File: src/rtl/fetch_pkg.sv
// -----------------------------------------------------------------------------
// fetch_pkg
// Shared types and constants for the fetch front end.
//   INST_ADDR_WIDTH : byte-address width of instruction memory (`INST_ADDR_WIDTH)
//   FETCH_WIDTH     : instructions per fetch bundle (`FETCH_WIDTH)
//   BUNDLE_BYTES    : byte stride between consecutive bundles
//   fetch_bundle_t  : one queue entry, {pc, inst[FETCH_WIDTH]}
//   fetch_state_t   : sequencer state
// -----------------------------------------------------------------------------
`ifndef INST_ADDR_WIDTH
`define INST_ADDR_WIDTH 32
`endif
`ifndef FETCH_WIDTH
`define FETCH_WIDTH 2
`endif

package fetch_pkg;

    localparam int unsigned INST_ADDR_WIDTH = `INST_ADDR_WIDTH;
    localparam int unsigned FETCH_WIDTH     = `FETCH_WIDTH;
    localparam int unsigned BUNDLE_BYTES    = 4 * FETCH_WIDTH;

    typedef logic [FETCH_WIDTH-1:0][31:0] inst_bundle_t;

    typedef struct packed {
        logic [INST_ADDR_WIDTH-1:0] pc;
        inst_bundle_t               inst;
    } fetch_bundle_t;

    typedef enum logic {
        INIT,
        RUN
    } fetch_state_t;

endpackage

File: src/rtl/fetch_if.sv
// -----------------------------------------------------------------------------
// fetch_if
// Bundles the instruction-memory, redirect and decode-side signals of the
// fetch sequencer.
//   master : the fetch sequencer (drives pc, out_*, fq_count)
//   slave  : the environment (drives inst_in, redirect_*, out_ready)
// Parameter FQ_DEPTH sizes fq_count and must match the sequencer.
// -----------------------------------------------------------------------------
interface fetch_if
    import fetch_pkg::*;
#(
    parameter int unsigned FQ_DEPTH = 4
);
    logic [INST_ADDR_WIDTH-1:0]    pc;
    inst_bundle_t                  inst_in;
    logic                          redirect_valid;
    logic [INST_ADDR_WIDTH-1:0]    redirect_pc;
    logic                          out_valid;
    logic                          out_ready;
    logic [INST_ADDR_WIDTH-1:0]    out_pc;
    inst_bundle_t                  out_inst;
    logic [$clog2(FQ_DEPTH):0]     fq_count;

    modport master (
        output pc,
        input  inst_in,
        input  redirect_valid,
        input  redirect_pc,
        output out_valid,
        input  out_ready,
        output out_pc,
        output out_inst,
        output fq_count
    );

    modport slave (
        input  pc,
        output inst_in,
        output redirect_valid,
        output redirect_pc,
        input  out_valid,
        output out_ready,
        input  out_pc,
        input  out_inst,
        input  fq_count
    );
endinterface

File: src/rtl/fetch_queue.sv
// -----------------------------------------------------------------------------
// fetch_queue
// Circular FIFO of T entries. Pointers carry one extra wrap bit so full and
// empty are distinguished without a separate counter.
//   clk, rst_n : clock, asynchronous active-low reset (pointers only)
//   i_push     : write i_data at tail (caller guarantees !o_full || i_pop)
//   i_pop      : advance head (caller guarantees !o_empty)
//   i_flush    : drop all entries; overrides push and pop
//   o_data     : head entry
//   o_count    : occupied entries
//   o_full     : o_count == DEPTH
//   o_empty    : o_count == 0
// -----------------------------------------------------------------------------
module fetch_queue
    import fetch_pkg::*;
#(
    parameter int unsigned DEPTH = 4,
    parameter type         T     = fetch_bundle_t
) (
    input  logic                   clk,
    input  logic                   rst_n,
    input  logic                   i_push,
    input  logic                   i_pop,
    input  logic                   i_flush,
    input  T                       i_data,
    output T                       o_data,
    output logic [$clog2(DEPTH):0] o_count,
    output logic                   o_full,
    output logic                   o_empty
);
    localparam int unsigned IW = $clog2(DEPTH);

    T             r_mem [DEPTH];
    logic [IW:0]  r_wr_ptr;
    logic [IW:0]  r_rd_ptr;
    logic [IW:0]  w_wr_ptr_next;
    logic [IW:0]  w_rd_ptr_next;

    always_comb begin
        w_wr_ptr_next = r_wr_ptr;
        w_rd_ptr_next = r_rd_ptr;
        if (i_flush) begin
            w_wr_ptr_next = '0;
            w_rd_ptr_next = '0;
        end else begin
            if (i_push) w_wr_ptr_next = r_wr_ptr + 1'b1;
            if (i_pop)  w_rd_ptr_next = r_rd_ptr + 1'b1;
        end
    end

    always_ff @(posedge clk or negedge rst_n) begin
        if (!rst_n) begin
            r_wr_ptr <= '0;
            r_rd_ptr <= '0;
        end else begin
            r_wr_ptr <= w_wr_ptr_next;
            r_rd_ptr <= w_rd_ptr_next;
        end
    end

    // Storage is intentionally not reset. When full, tail and head share a
    // slot; a simultaneous push overwrites the entry being popped, which is safe.
    always_ff @(posedge clk) begin
        if (i_push && !i_flush) begin
            r_mem[r_wr_ptr[IW-1:0]] <= i_data;
        end
    end

    assign o_data  = r_mem[r_rd_ptr[IW-1:0]];
    assign o_count = r_wr_ptr - r_rd_ptr;
    assign o_full  = (o_count == (IW+1)'(DEPTH));
    assign o_empty = (r_wr_ptr == r_rd_ptr);

endmodule

File: src/rtl/fetch_sequencer.sv
// -----------------------------------------------------------------------------
// fetch_sequencer
// Drives the instruction-memory PC, captures each returned bundle into the
// fetch queue and presents the queue head to decode via valid/ready.
// A redirect flushes the queue and restarts fetch at the new PC.
//   clk, rst_n      : clock, asynchronous active-low reset
//   fetch_bus       : fetch_if master (pc, inst_in, redirect_*, out_*, fq_count)
// Parameters: FQ_DEPTH (power of two, >= 2), RESET_PC (4-byte aligned).
// Address and fetch widths come from fetch_pkg.
// -----------------------------------------------------------------------------
module fetch_sequencer
    import fetch_pkg::*;
#(
    parameter int unsigned                FQ_DEPTH = 4,
    parameter logic [INST_ADDR_WIDTH-1:0] RESET_PC = '0
) (
    input  logic     clk,
    input  logic     rst_n,
    fetch_if.master  fetch_bus
);
    fetch_state_t               r_state;
    fetch_state_t               w_state_next;
    logic [INST_ADDR_WIDTH-1:0] r_pc;
    logic [INST_ADDR_WIDTH-1:0] w_pc_next;

    logic                       w_push;
    logic                       w_pop;
    logic                       w_full;
    logic                       w_empty;
    logic [$clog2(FQ_DEPTH):0]  w_count;
    fetch_bundle_t              w_wr_bundle;
    fetch_bundle_t              w_head;

    always_ff @(posedge clk or negedge rst_n) begin
        if (!rst_n) begin
            r_state <= INIT;
            r_pc    <= RESET_PC;
        end else begin
            r_state <= w_state_next;
            r_pc    <= w_pc_next;
        end
    end

    always_comb begin
        w_state_next = r_state;
        unique case (r_state)
            INIT:    w_state_next = RUN;
            RUN:     w_state_next = RUN;
            default: w_state_next = INIT;
        endcase

        // Redirect outranks both queue ports; a full queue may still accept a
        // push in the same cycle it pops.
        w_pop  = !w_empty && fetch_bus.out_ready && !fetch_bus.redirect_valid;
        w_push = (r_state == RUN) && !fetch_bus.redirect_valid && (!w_full || w_pop);

        w_pc_next = r_pc;
        if (fetch_bus.redirect_valid) begin
            w_pc_next = {fetch_bus.redirect_pc[INST_ADDR_WIDTH-1:2], 2'b00};
        end else if (w_push) begin
            w_pc_next = r_pc + INST_ADDR_WIDTH'(BUNDLE_BYTES);
        end
    end

    assign w_wr_bundle.pc   = r_pc;
    assign w_wr_bundle.inst = fetch_bus.inst_in;

    fetch_queue #(
        .DEPTH (FQ_DEPTH),
        .T     (fetch_bundle_t)
    ) u_fetch_queue (
        .clk     (clk),
        .rst_n   (rst_n),
        .i_push  (w_push),
        .i_pop   (w_pop),
        .i_flush (fetch_bus.redirect_valid),
        .i_data  (w_wr_bundle),
        .o_data  (w_head),
        .o_count (w_count),
        .o_full  (w_full),
        .o_empty (w_empty)
    );

    assign fetch_bus.pc        = r_pc;
    assign fetch_bus.out_valid = !w_empty;
    assign fetch_bus.out_pc    = w_head.pc;
    assign fetch_bus.out_inst  = w_head.inst;
    assign fetch_bus.fq_count  = w_count;

endmodule

File: src/flat_wrapper.sv
// flat-port wrapper written by rule: the top's interface ports become plain ports
module fetch_sequencer_flat import fetch_pkg::*;
#(
    parameter int unsigned                FQ_DEPTH = 4,
    parameter logic [INST_ADDR_WIDTH-1:0] RESET_PC = '0
)
  (clk, rst_n, fetch_bus_pc, fetch_bus_inst_in, fetch_bus_redirect_valid, fetch_bus_redirect_pc, fetch_bus_out_valid, fetch_bus_out_ready, fetch_bus_out_pc, fetch_bus_out_inst, fetch_bus_fq_count);
  fetch_if #(.FQ_DEPTH(FQ_DEPTH)) fetch_bus_i ();
  input  logic clk;
  input  logic rst_n;
  output wire logic [$bits(fetch_bus_i.pc)-1:0] fetch_bus_pc;
  input wire logic [$bits(fetch_bus_i.inst_in)-1:0] fetch_bus_inst_in;
  input wire logic [$bits(fetch_bus_i.redirect_valid)-1:0] fetch_bus_redirect_valid;
  input wire logic [$bits(fetch_bus_i.redirect_pc)-1:0] fetch_bus_redirect_pc;
  output wire logic [$bits(fetch_bus_i.out_valid)-1:0] fetch_bus_out_valid;
  input wire logic [$bits(fetch_bus_i.out_ready)-1:0] fetch_bus_out_ready;
  output wire logic [$bits(fetch_bus_i.out_pc)-1:0] fetch_bus_out_pc;
  output wire logic [$bits(fetch_bus_i.out_inst)-1:0] fetch_bus_out_inst;
  output wire logic [$bits(fetch_bus_i.fq_count)-1:0] fetch_bus_fq_count;
  assign fetch_bus_pc = fetch_bus_i.pc;
  assign fetch_bus_i.inst_in = fetch_bus_inst_in;
  assign fetch_bus_i.redirect_valid = fetch_bus_redirect_valid;
  assign fetch_bus_i.redirect_pc = fetch_bus_redirect_pc;
  assign fetch_bus_out_valid = fetch_bus_i.out_valid;
  assign fetch_bus_i.out_ready = fetch_bus_out_ready;
  assign fetch_bus_out_pc = fetch_bus_i.out_pc;
  assign fetch_bus_out_inst = fetch_bus_i.out_inst;
  assign fetch_bus_fq_count = fetch_bus_i.fq_count;
  fetch_sequencer #(.FQ_DEPTH(FQ_DEPTH), .RESET_PC(RESET_PC)) u_core (.clk(clk), .rst_n(rst_n), .fetch_bus(fetch_bus_i));
endmodule
File: config.mk
export PLATFORM = sky130hd
export DESIGN_NAME = fetch_sequencer_flat
export DESIGN_NICKNAME = d
export VERILOG_FILES = /design/src/rtl/fetch_pkg.sv /design/src/rtl/fetch_if.sv /design/src/rtl/fetch_queue.sv /design/src/rtl/fetch_sequencer.sv /design/src/flat_wrapper.sv
export SDC_FILE = /design/constraint.sdc
export NUM_CORES = 1
export LEC_CHECK = 0
export ABC_AREA = 0
export CELL_PAD_IN_SITES_DETAIL_PLACEMENT = 0
export CELL_PAD_IN_SITES_GLOBAL_PLACEMENT = 1
export CORE_UTILIZATION = 40
export CTS_BUF_LIST = sky130_fd_sc_hd__clkbuf_2 sky130_fd_sc_hd__clkbuf_4 sky130_fd_sc_hd__clkbuf_8
export CTS_CLUSTER_DIAMETER = 150
export DETAILED_ROUTE_END_ITERATION = 10
export GPL_ROUTABILITY_DRIVEN = 1
export PLACE_DENSITY_LB_ADDON = 0.15
export SYNTH_ARGS = -nofsm -noshare
export SYNTH_HDL_FRONTEND = slang
export SYNTH_SLANG_ARGS = --single-unit
File: constraint.sdc
create_clock -name clk -period 6.6 [get_ports clk]
set_input_delay 1.32 -clock clk [delete_from_list [all_inputs] [get_ports clk]]
set_output_delay 1.32 -clock clk [all_outputs]
set_load 0.01 [all_outputs]
Word level (Yosys, flattened, before mapping)
Memory sizes are Yosys's and may differ from the RTL's. Index checks and enable logic that the tools add are counted.

Flip-flop bits (word level): 39. RAM bits: 384. Input bits: 100. Output and inout bits: 132. Logic and storage cells: 30. Memories: 1.

Memories: u_core.u_fetch_queue.r_mem (depth 4, bits a word 96, read ports 1, clocked after Yosys merged registers in 0, write ports 1, line fetch_queue.sv:33) `T r_mem [DEPTH];`.

Add/subtract/negate cells: 4. Equal/unequal tests: 2. Multiplexer cells: 8. Reduce and logical (&&, ||, !) cells: 11.

Operators with widths (count): 32-bit two-way mux (2); 32-bit by 4-bit adder with 32-bit output, second input constant (1); 3-bit two-way mux (4); 3-bit by 1-bit adder with 3-bit output, second input constant (2); 1-bit logical AND (5); 2-bit nonzero test (2); 3-bit == test (1); 3-bit == test, second input constant (1); 1-bit logical NOT (3); 3-bit subtractor (1); 1-bit two-way mux (2); 1-bit logical OR (1).

Logic depth before layout (Yosys ltp)
Gate-level depths: netlist (run 1).

Word-level depth: 9. Mapped depth: 12. Mapped depth without buffers: 8.

Hierarchy
Synthesis (run 1) repeated with hierarchy kept, for this count alone.

Cells, all modules: 782. Area total of the unflattened synthesis: 16320.7 um2.

By module, submodules not included: fetch_queue (instances 1, cells each 546, area each 14303.7 um2, seq. area each 11681.2 um2); fetch_sequencer (instances 1, cells each 236, area each 2016.9 um2, seq. area each 775.7 um2).

Worst setup path before layout (run 1)
Ideal clock, no wire load.

Kind: reg-to-reg. Start: register u_core.u_fetch_queue.r_rd_ptr[1]. End: memory u_core.u_fetch_queue.r_mem[3][0] (netlist bit), enable pin. Library setup time: 0.463 ns. Data arrival time: 4.561 ns. Data required time: 6.137 ns. Slack: 1.576 ns. Cell stages (with the launch flop): 12. Path buffers: 5. Period minus slack after synthesis: 5.024 ns. Cells stage by stage: dfrtp_1 clkbuf_1 clkbuf_1 buf_1 inv_1 ha_1 nand4_1 o21ai_1 buf_2 buf_1 nor3_1 and2_1.

Longest elaborated chain between the ends: 9. Elaborated cells between the ends (all ways): 12. Classes of those cells: add/sub (1); eq/ne (2); mux (2); reduce/logical (7).

Ends and longest elaborated chain: from (decl) (line fetch_queue.sv:35) `logic [IW:0] r_rd_ptr;`; from (signal assigned) (line fetch_queue.sv:57) `r_rd_ptr <= w_rd_ptr_next;`; branches (longest 4 deep; another with 3-bit subtractor); 1-bit logical OR (*) (line fetch_sequencer.sv:55) `w_push = (r_state == RUN) && !fetch_bus.redirect_valid && (!w_full || w_pop);`; 1-bit logical AND (*) (line fetch_sequencer.sv:55); 1-bit logical AND (*) (line fetch_queue.sv:64) `if (i_push && !i_flush) begin`; 1-bit two-way mux (*) (line fetch_queue.sv:64); 1-bit two-way mux (not written as such) (*) (line fetch_queue.sv:65) `r_mem[r_wr_ptr[IW-1:0]] <= i_data;`; to (decl) (line fetch_queue.sv:33).

Every way passes the cells marked *.

Final worst setup path (run 1)
Start: register u_core.u_fetch_queue.r_rd_ptr[0]. End: output port fetch_bus_out_inst[16].

Longest elaborated chain between the ends: 1.

Ends and longest elaborated chain: memory read 4 x 96 bit; to (decl) (line flat_wrapper.sv:18) `output wire logic [$bits(fetch_bus_i.out_inst)-1:0] fetch_bus_out_inst;`.

Every way passes these cells.

==> results of run 1 <==
final cells by class:
type	instances	area, um2
antenna	1	2.502
fill	3192	18780
inverter	10	37.54
clock inverter	25	118.9
sequential	413	12220
clock buffer	99	1206
multi-input combinational	293	3440
tap	518	648.1
timing repair buffer	235	2367
cells by family (layout without fill, tap and decap cells):
family,Yosys count,count (layout)
flip-flops,413,413
AND/OR/NAND/NOR,116,116
AO/OA/AOI/OAI,33,33
multiplexers,98,98
XOR/XNOR,32,32
adder cells (fa/ha/maj),9,9
buffers and inverters,47,369
other,2,6
metrics by stage:
stage	power, uW	std cells	utilization [%]	setup slack (ps)
floorplan	4095	753	-	1576
CTS	7108	1593	51.62	1674
detailed placement	4924	1469	48.21	2278
global route	7312	1593	51.62	1564
global placement	4915	1469	48.21	2252
finish	6973	1594	51.62	1873
routing by layer:
layer / part of all wire (%) / track usage [%]
met1: 45 / 23.47
met2: 47 / 26.67
met3: 6.5 / 5.211
met4: 1.5 / 5.725
met5: 0.044 / 0
flip-flops by register name, indices dropped and copies added (netlist names):
register,count
u_core.u_fetch_queue.r_rd_ptr,3
u_core.fetch_bus.pc,30
u_core.u_fetch_queue.r_mem,376
u_core.u_fetch_queue.r_wr_ptr,3
u_core.r_state,1
placed cells by master (no fill, tap or decap), drive strengths merged, types with 2 or more instances in the layout:
master and count:
buf 12, xnor2 27, o2111ai 2, and3 5, and2 8, nor3 12, edfxtp 376, mux2i 2
clkinvlp 5, o21ai 28, ha 8, nor4 12, clkinv 20, mux4 94, dfrtp 37, and4 5
conb 5, nand3 10, nor2 10, xor2 4, mux2 2, clkdlybuf4s50 223, nand4 8, nor3b 3
inv 10, nand2 38, clkbuf 99
power groups by stage:
stage | clock network (uW) | logic (uW) | registers [uW]
after global routing | 2340 | 1640 | 3330
after detailed placement | 0 | 1570 | 3360
after floorplan | 0 | 807 | 3290
after CTS | 2230 | 1570 | 3310
after global placement | 0 | 1570 | 3350
final | 2150 | 1530 | 3300
synth_stat cells, types with 5 or more instances:
master / instances / share of area [%]
nand4_1: 7 / 0.28
nand2_1: 38 / 0.90
inv_1: 10 / 0.24
and3_1: 5 / 0.20
clkbuf_1: 18 / 0.43
nor4_1: 7 / 0.28
o21ai_0: 14 / 0.44
nand3_1: 10 / 0.32
edfxtp_1: 376 / 71
nor4_2: 5 / 0.39
xnor2_1: 27 / 1.5
nor2_1: 10 / 0.24
and2_1: 8 / 0.32
ha_1: 8 / 0.63
o21ai_1: 13 / 0.41
nor3_1: 12 / 0.38
mux4_2: 94 / 13
dfrtp_1: 37 / 5.8
buf_2: 10 / 0.32
buf_4: 5 / 0.24
worst max-delay path by stage:
stage	slack (ps)	cells after the start	end
after CTS	1670	3	fetch_bus_out_inst[16]
after floorplan	1580	11	u_core.u_fetch_queue.r_mem[3][0]
after detailed placement	2280	6	u_core.u_fetch_queue.r_mem[1][72]
after global routing	1560	3	fetch_bus_out_inst[16]
final	1870	3	fetch_bus_out_inst[16]
after global placement	2250	6	u_core.u_fetch_queue.r_mem[1][74]
==> results.py, run 1 <==
metrics = {
    "outcome": {
        "status": "complete, no violations",
    },
    "clock_tree": {
        "clkLatencyLatePin_ps": 600,
        "cts.sinks": 413,
        "cts_root_buffer": "clkbuf_8",
        "ctsHoldBuffers": 0,
        "htree_levels": 3,
        "post_cts_buffers": 0,
        "clk_pin_slew_ps": 60,
        "cts_resized": 0,
        "clk_path_buf_depth": 3,
        "cts_buffers": 70,
        "cts_tree": "built",
    },
    "pwr": {
        "switching_share_pct": 26.08,
        "clkPwrFrac_pct": 30.8,
        "p_seq_share_pct": 47.3,
        "power_leakage_uw": 0.006470,
        "internal_power_uw": 5155,
        "power_density_nw_per_um2": 347.9,
        "switching_power_uw": 1819,
        "vdd.ir_drop.worst_uv": 159.8,
        "combPwrFrac_pct": 21.9,
    },
    "synthesis": {
        "synth_top_family_by_area": "multiplexers",
        "synth_edf_count": 376,
        "synth_compound_gate_area_share_pct": 1.161,
        "synth-seq-cells": 413,
        "synth-simple-area-share_pct": 4.092,
        "synth_mux_area_share_pct": 13.63,
        "avgSynthCellArea_um2": 21.12,
        "synthArstFlopShare_pct": 8.959,
        "netlist_area_um2": 15840,
        "ys_warn_count": 0,
        "ys_seq_area_share_pct": 77.13,
        "synth_fa_ha_area_share_pct": 0.7584,
        "synthXorXnorAreaFrac_pct": 1.864,
        "postSynthCellCount": 750,
        "synth_ff_type": "edfxtp_1",
        "ys_types": 41,
    },
    "sta": {
        "finalSetupViolations": 0,
        "max_freq_mhz": 211.5,
        "fin_tns_setup_ps": 0,
        "fin_hold_ws_ps": 569.8,
        "skew_ps": 23.14,
        "max_slew.worst_pin.slew_ps": 978.0,
        "slew_violations": 0,
        "min_period_over_period_pct": 71.63,
        "min_period_ps": 4727,
        "hold_violations": 0,
        "rsz0062_at_grt": "no",
        "slew_headroom_pct": 34.80,
    },
    "global_routing": {
        "grt_pass1_vias": 8574,
        "grt_pass1_wl_mm": 52.25,
        "grt_start_max_net_pins": 67,
        "grt_use_total_pct": 17.28,
        "grt_remaining_overflow": 0,
        "antenna_found_initial": 2,
    },
    "detailed_routing": {
        "vias": 7973,
        "antenna_left": 0,
        "viasPerCell": 5.002,
        "first_iter_violations": 354,
        "routed_wl_mm": 34.03,
        "avgRoutedWirePerCell_um": 21.35,
        "drc_errors": 0,
        "drt-pass1-iter-count": 4,
    },
    "critical_path": {
        "cp_num_buf_inv": 2,
        "worstRegToRegCells": 8,
        "cp_max_fo": 40,
        "path_class": "reg2out",
        "cp_top_family": "buffers and inverters",
        "arrival_ps": 3410,
        "crit_chain": "buf_4, mux4_2, clkdlybuf4s50_1",
        "rr_endpoint": "u_core.u_fetch_queue.r_mem[0][72]",
        "cpPeakStageDelay_ps": 960,
        "reg2reg_from": "u_core.u_fetch_queue.r_rd_ptr[0]",
        "worstSetupEndpointType": "output port",
        "crit_path_top_delay_cell": "dfrtp_4",
        "cp.required_ps": 5280,
        "reg2reg_slack_ps": 2440,
        "crit_start": "u_core.u_fetch_queue.r_rd_ptr[0]",
        "startpoint_type": "flip-flop",
    },
    "placement": {
        "gp_congestion": 0.7597,
        "dp_hpwl_mm": 19.66,
        "dpl-instance-area_um2": 18720,
        "numPortBuffers": 225,
    },
    "layout": {
        "area_delta_synth_final_pct": 26.55,
        "design_area_um2": 20040,
        "nNetsFinal": 1132,
        "layout-drive-gt1-share_pct": 21.86,
    },
    "worst_hold_path": {
        "hold_start": "u_core.fetch_bus.pc[2]",
        "hold-path-endpoint": "u_core.u_fetch_queue.r_mem[1][66]",
        "min_path_cells": 0,
        "hold_class": "reg2reg",
    },
    "run": {
        "drv_cap": 0,
    },
    "floorplan": {
        "start_util_pct": 40.79,
        "die_w_um": 201.0,
        "core_um2": 38830,
        "dieArea_um2": 40400,
        "rows": 72,
        "ioPinCount": 232,
        "die_h_um": 201.0,
    },
}
No activity file was read; power rests on OpenSTA's default activity.
==> run 2: changes to the inputs <==
==> constraint.sdc (replaced) <==
create_clock -name clk -period 4 [get_ports clk]
set_input_delay 0.8 -clock clk [delete_from_list [all_inputs] [get_ports clk]]
set_output_delay 0.8 -clock clk [all_outputs]
set_load 0.01 [all_outputs]
==> results.py, run 2 (same netlist as run 1, synthesis figures left out) <==
metrics = {
    "pwr": {
        "switching_share_pct": 25.94,
        "combPwrFrac_pct": 22.7,
        "p_seq_share_pct": 45.8,
        "power_density_nw_per_um2": 578.0,
        "clkPwrFrac_pct": 31.5,
        "internal_power_uw": 8662,
        "switching_power_uw": 3033,
        "power_leakage_uw": 0.006542,
        "vdd.ir_drop.worst_uv": 371.2,
    },
    "clock_tree": {
        "post_cts_buffers": 0,
        "cts.sinks": 413,
        "clk_pin_slew_ps": 60,
        "clkLatencyLatePin_ps": 600,
        "ctsHoldBuffers": 0,
        "cts_resized": 0,
        "cts_tree": "built",
        "cts_buffers": 71,
        "cts_root_buffer": "clkbuf_8",
        "htree_levels": 3,
        "clk_path_buf_depth": 3,
    },
    "floorplan": {
        "rows": 72,
        "start_util_pct": 40.79,
        "die_w_um": 201.0,
        "dieArea_um2": 40400,
        "ioPinCount": 232,
        "core_um2": 38830,
        "die_h_um": 201.0,
    },
    "critical_path": {
        "cp.required_ps": 3200,
        "cp_max_fo": 96,
        "arrival_ps": 2880,
        "startpoint_type": "flip-flop",
        "path_class": "reg2out",
        "worstSetupEndpointType": "output port",
    },
    "sta": {
        "max_freq_mhz": 271.6,
        "hold_violations": 0,
        "min_period_over_period_pct": 92.04,
        "fin_tns_setup_ps": 0,
        "finalSetupViolations": 0,
        "max_slew.worst_pin.slew_ps": 930.2,
        "rsz0062_at_grt": "no",
        "setup_ws_ps": 318.5,
        "slew_violations": 0,
        "slew_headroom_pct": 37.99,
        "skew_ps": 17.48,
        "min_period_ps": 3681,
    },
    "detailed_routing": {
        "viasPerCell": 5.017,
        "routed_wl_mm": 34.27,
        "first_iter_violations": 397,
        "avgRoutedWirePerCell_um": 21.36,
        "vias": 8048,
        "antenna_left": 0,
        "drc_errors": 0,
        "drt-pass1-iter-count": 4,
    },
    "layout": {
        "area_delta_synth_final_pct": 27.74,
        "layout-drive-gt1-share_pct": 22.25,
        "final_common_cell": "edfxtp_1",
        "layout_common_cells": "376 x edfxtp_1, 223 x clkdlybuf4s50_1, 94 x mux4_2",
        "largest_register_ffs": 376,
        "nNetsFinal": 1139,
        "fin_cells": 1604,
        "fin_util_pct": 52.11,
        "design_area_um2": 20230,
    },
    "global_routing": {
        "grt_remaining_overflow": 0,
        "grt_start_max_net_pins": 97,
        "grt_pass1_wl_mm": 52.57,
        "antenna_found_initial": 2,
        "grt_use_total_pct": 17.43,
        "grt_pass1_vias": 8599,
    },
    "outcome": {
        "status": "complete, no violations",
    },
    "worst_hold_path": {
        "hold_class": "in2async",
    },
    "placement": {
        "dpl-instance-area_um2": 18850,
        "dp_hpwl_mm": 19.62,
        "dp_cells": 1475,
        "gp_congestion": 0.7611,
        "pre_cts_ws_ps": 707.1,
        "numPortBuffers": 225,
    },
    "run": {
        "drv_cap": 0,
    },
}
run 2: changes by cell type in the layout (fill, tap and decap cells not counted), sizes merged:
cell | before | now
bufinv | 0 | 2
diode | 1 | 3
buf | 12 | 18
run 2: final timing paths:
path / end / startpoint / slack [ps] / depth (start not counted)
min: u_core.fetch_bus.pc[14] / rst_n / 350 / 1
min reg2reg: u_core.u_fetch_queue.r_mem[3][66] / u_core.fetch_bus.pc[2] / 560 / 0
min in group clk: u_core.u_fetch_queue.r_mem[3][66] / u_core.fetch_bus.pc[2] / 560 / 0
max in group asynchronous: u_core.u_fetch_queue.r_rd_ptr[1] / rst_n / 2970 / 1
max reg2reg: u_core.u_fetch_queue.r_mem[3][81] / u_core.u_fetch_queue.r_wr_ptr[0] / 760 / 8
max: fetch_bus_out_pc[14] / u_core.u_fetch_queue.r_rd_ptr[0] / 320 / 3
run 2: power groups by stage:
stage	sequential (uW)	combinational, uW	clock, uW
final	5360	2660	3680
after global routing	5400	2850	3970
after CTS	5360	2730	3810
after detailed placement	5450	2720	0
after global placement	5430	2730	0
after floorplan	5400	1330	0
run 2: worst max-delay path, cell delays in order, from the launching register on:
cell	delay, ps
dfrtp_4	420
buf_12	640
mux4_2	620
clkdlybuf4s50_1	540
run 2: area by class of cell:
class | instances | area, um2
clock inverters | 27 | 176.4
clock buffers | 99 | 1200
well taps | 518 | 648.1
inverters | 10 | 37.54
repair buffers | 241 | 2500
fillers | 3175 | 18590
multi-input cells | 293 | 3440
flip-flops and latches | 413 | 12220
diodes | 3 | 7.507
run 2: metrics by stage:
stage	power [uW]	hold slack, ps
5_1_grt	12220	367.7
6_report	11700	349.1
3_3_place_gp	8155	541.1
4_1_cts	11910	319.9
2_1_floorplan	6738	504.4
3_5_place_dp	8172	558.0
run 2: metal layers:
layer  part of all wire (%)  up-vias  global-route usage, %
met5                      0        -                      0
met1                     45     4136                  23.98
met4                    2.1        0                  5.725
met3                    6.3       56                  5.276
met2                     46      223                  26.54
li1                       -     3633                      -
==> run 3: changes to the inputs <==
--- a/config.mk
+++ b/config.mk
@@ -8,7 +8,8 @@
 export ABC_AREA = 0
 export CELL_PAD_IN_SITES_DETAIL_PLACEMENT = 0
 export CELL_PAD_IN_SITES_GLOBAL_PLACEMENT = 1
-export CORE_UTILIZATION = 40
+export CORE_MARGIN = 2
+export CORE_UTILIZATION = 44
 export CTS_BUF_LIST = sky130_fd_sc_hd__clkbuf_2 sky130_fd_sc_hd__clkbuf_4 sky130_fd_sc_hd__clkbuf_8
 export CTS_CLUSTER_DIAMETER = 150
 export DETAILED_ROUTE_END_ITERATION = 10
==> results.py, run 3 (same netlist as run 1, synthesis figures left out) <==
metrics = {
    "outcome": {
        "status": "complete, no violations",
    },
    "floorplan": {
        "ioPinCount": 232,
        "start_util_pct": 44.64,
        "core_um2": 35480,
        "die_h_um": 193.7,
        "die_w_um": 193.7,
        "dieArea_um2": 37530,
        "rows": 69,
    },
    "critical_path": {
        "arrival_ps": 2830,
        "rr_endpoint": "u_core.u_fetch_queue.r_mem[0][71]",
        "cp.required_ps": 3200,
        "crit_path_top_delay_cell": "buf_4",
        "cp_num_buf_inv": 2,
        "startpoint_type": "flip-flop",
        "cpPeakStageDelay_ps": 820,
        "crit_chain": "buf_4, mux4_2, clkdlybuf4s50_1",
        "reg2reg_slack_ps": 640,
        "cp_max_fo": 69,
        "cp_top_family": "buffers and inverters",
        "reg2reg_from": "u_core.u_fetch_queue.r_wr_ptr[0]",
        "path_class": "reg2out",
        "worstSetupEndpointType": "output port",
        "worstRegToRegCells": 8,
    },
    "worst_hold_path": {
        "hold_class": "in2async",
    },
    "detailed_routing": {
        "routed_wl_mm": 33.72,
        "vias": 8140,
        "avgRoutedWirePerCell_um": 21.74,
        "antenna_left": 0,
        "first_iter_violations": 532,
        "drc_errors": 0,
        "drt-pass1-iter-count": 5,
        "viasPerCell": 5.248,
    },
    "sta": {
        "slew_headroom_pct": 29.22,
        "slew_violations": 0,
        "max_slew.worst_pin.slew_ps": 1062,
        "rsz0062_at_grt": "no",
        "hold_violations": 0,
        "min_period_over_period_pct": 90.81,
        "fin_tns_setup_ps": 0,
        "max_freq_mhz": 275.3,
        "finalSetupViolations": 0,
        "min_period_ps": 3632,
        "skew_ps": 23.97,
    },
    "layout": {
        "nNetsFinal": 1141,
        "area_delta_synth_final_pct": 27.41,
        "layout-drive-gt1-share_pct": 22.61,
        "layout_common_cells": "376 x edfxtp_1, 223 x clkdlybuf4s50_1, 94 x mux4_2",
        "final_common_cell": "edfxtp_1",
        "largest_register_ffs": 376,
        "design_area_um2": 20180,
    },
    "clock_tree": {
        "clk_pin_slew_ps": 60,
        "cts_tree": "built",
        "cts_root_buffer": "clkbuf_8",
        "cts_buffers": 70,
        "htree_levels": 3,
        "cts_resized": 0,
        "cts.sinks": 413,
        "ctsHoldBuffers": 0,
        "clkLatencyLatePin_ps": 570,
        "post_cts_buffers": 0,
        "clk_path_buf_depth": 3,
    },
    "placement": {
        "dp_hpwl_mm": 19.58,
        "numPortBuffers": 225,
        "gp_congestion": 0.7508,
        "dpl-instance-area_um2": 18790,
    },
    "global_routing": {
        "grt_pass1_wl_mm": 51.96,
        "grt_pass1_vias": 8720,
        "antenna_found_initial": 2,
        "grt_use_total_pct": 18.19,
        "grt_remaining_overflow": 0,
        "grt_start_max_net_pins": 97,
    },
    "pwr": {
        "power_leakage_uw": 0.006578,
        "vdd.ir_drop.worst_uv": 293.6,
        "power_density_nw_per_um2": 579.3,
    },
    "run": {
        "drv_cap": 0,
    },
}
==> run 3: routing by layer <==
layer	wire [um]	part of all wire, %	GRT usage (%)	vias to the layer above
li1	-	-	-	3642
met1	14990	44	25.03	4204
met2	15950	47	28.60	243
met3	2282	6.8	5.218	51
met4	495	1.5	5.117	0
met5	0	0	0	-
==> run 3: metrics by stage <==
| stage | setup slack (ps) | instances | power [uW] | hold WS [ps] | utilization, % |
|---|---|---|---|---|---|
| 2_1_floorplan | 9.348 | 753 | 6738 | 504.4 | - |
| 3_3_place_gp | 652.5 | 1421 | 8162 | 520.3 | 52.95 |
| 3_5_place_dp | 598.3 | 1421 | 8182 | 534.1 | 52.95 |
| 4_1_cts | 246.0 | 1549 | 11900 | 365.0 | 56.86 |
| 5_1_grt | 172.9 | 1549 | 12250 | 410.0 | 56.86 |
| 6_report | 367.8 | 1551 | 11690 | 384.5 | 56.87 |
==> run 3: area by class of cell <==
| type | instances | area [um2] |
|---|---|---|
| Antenna cell | 2 | 5.005 |
| Clock buffer | 101 | 1240 |
| Clock inverter | 27 | 147.6 |
| Fill cell | 2748 | 15300 |
| Inverter | 10 | 37.54 |
| Multi-Input combinational cell | 293 | 3440 |
| Sequential cell | 413 | 12220 |
| Tap cell | 461 | 576.8 |
| Timing Repair Buffer | 244 | 2510 |
==> run 3: report_power, final <==
part | switching [uW] | total (uW) | internal, uW
combinational | 1250 | 2680 | 1430
sequential | 169 | 5350 | 5180
clock | 1600 | 3660 | 2060
==> run 3: worst max path at each step <==
stage	start	endpoint	slack [ps]	cells past startpoint
4_1_cts	u_core.u_fetch_queue.r_rd_ptr[1]	fetch_bus_out_pc[31]	250	3
6_report	u_core.u_fetch_queue.r_rd_ptr[1]	fetch_bus_out_pc[31]	370	3
2_1_floorplan	u_core.u_fetch_queue.r_rd_ptr[1]	u_core.u_fetch_queue.r_mem[0][0]	9	11
3_3_place_gp	fetch_bus_out_ready	u_core.u_fetch_queue.r_mem[0][47]	650	6
5_1_grt	u_core.u_fetch_queue.r_rd_ptr[0]	fetch_bus_out_pc[27]	170	3
3_5_place_dp	fetch_bus_out_ready	u_core.u_fetch_queue.r_mem[0][37]	600	6
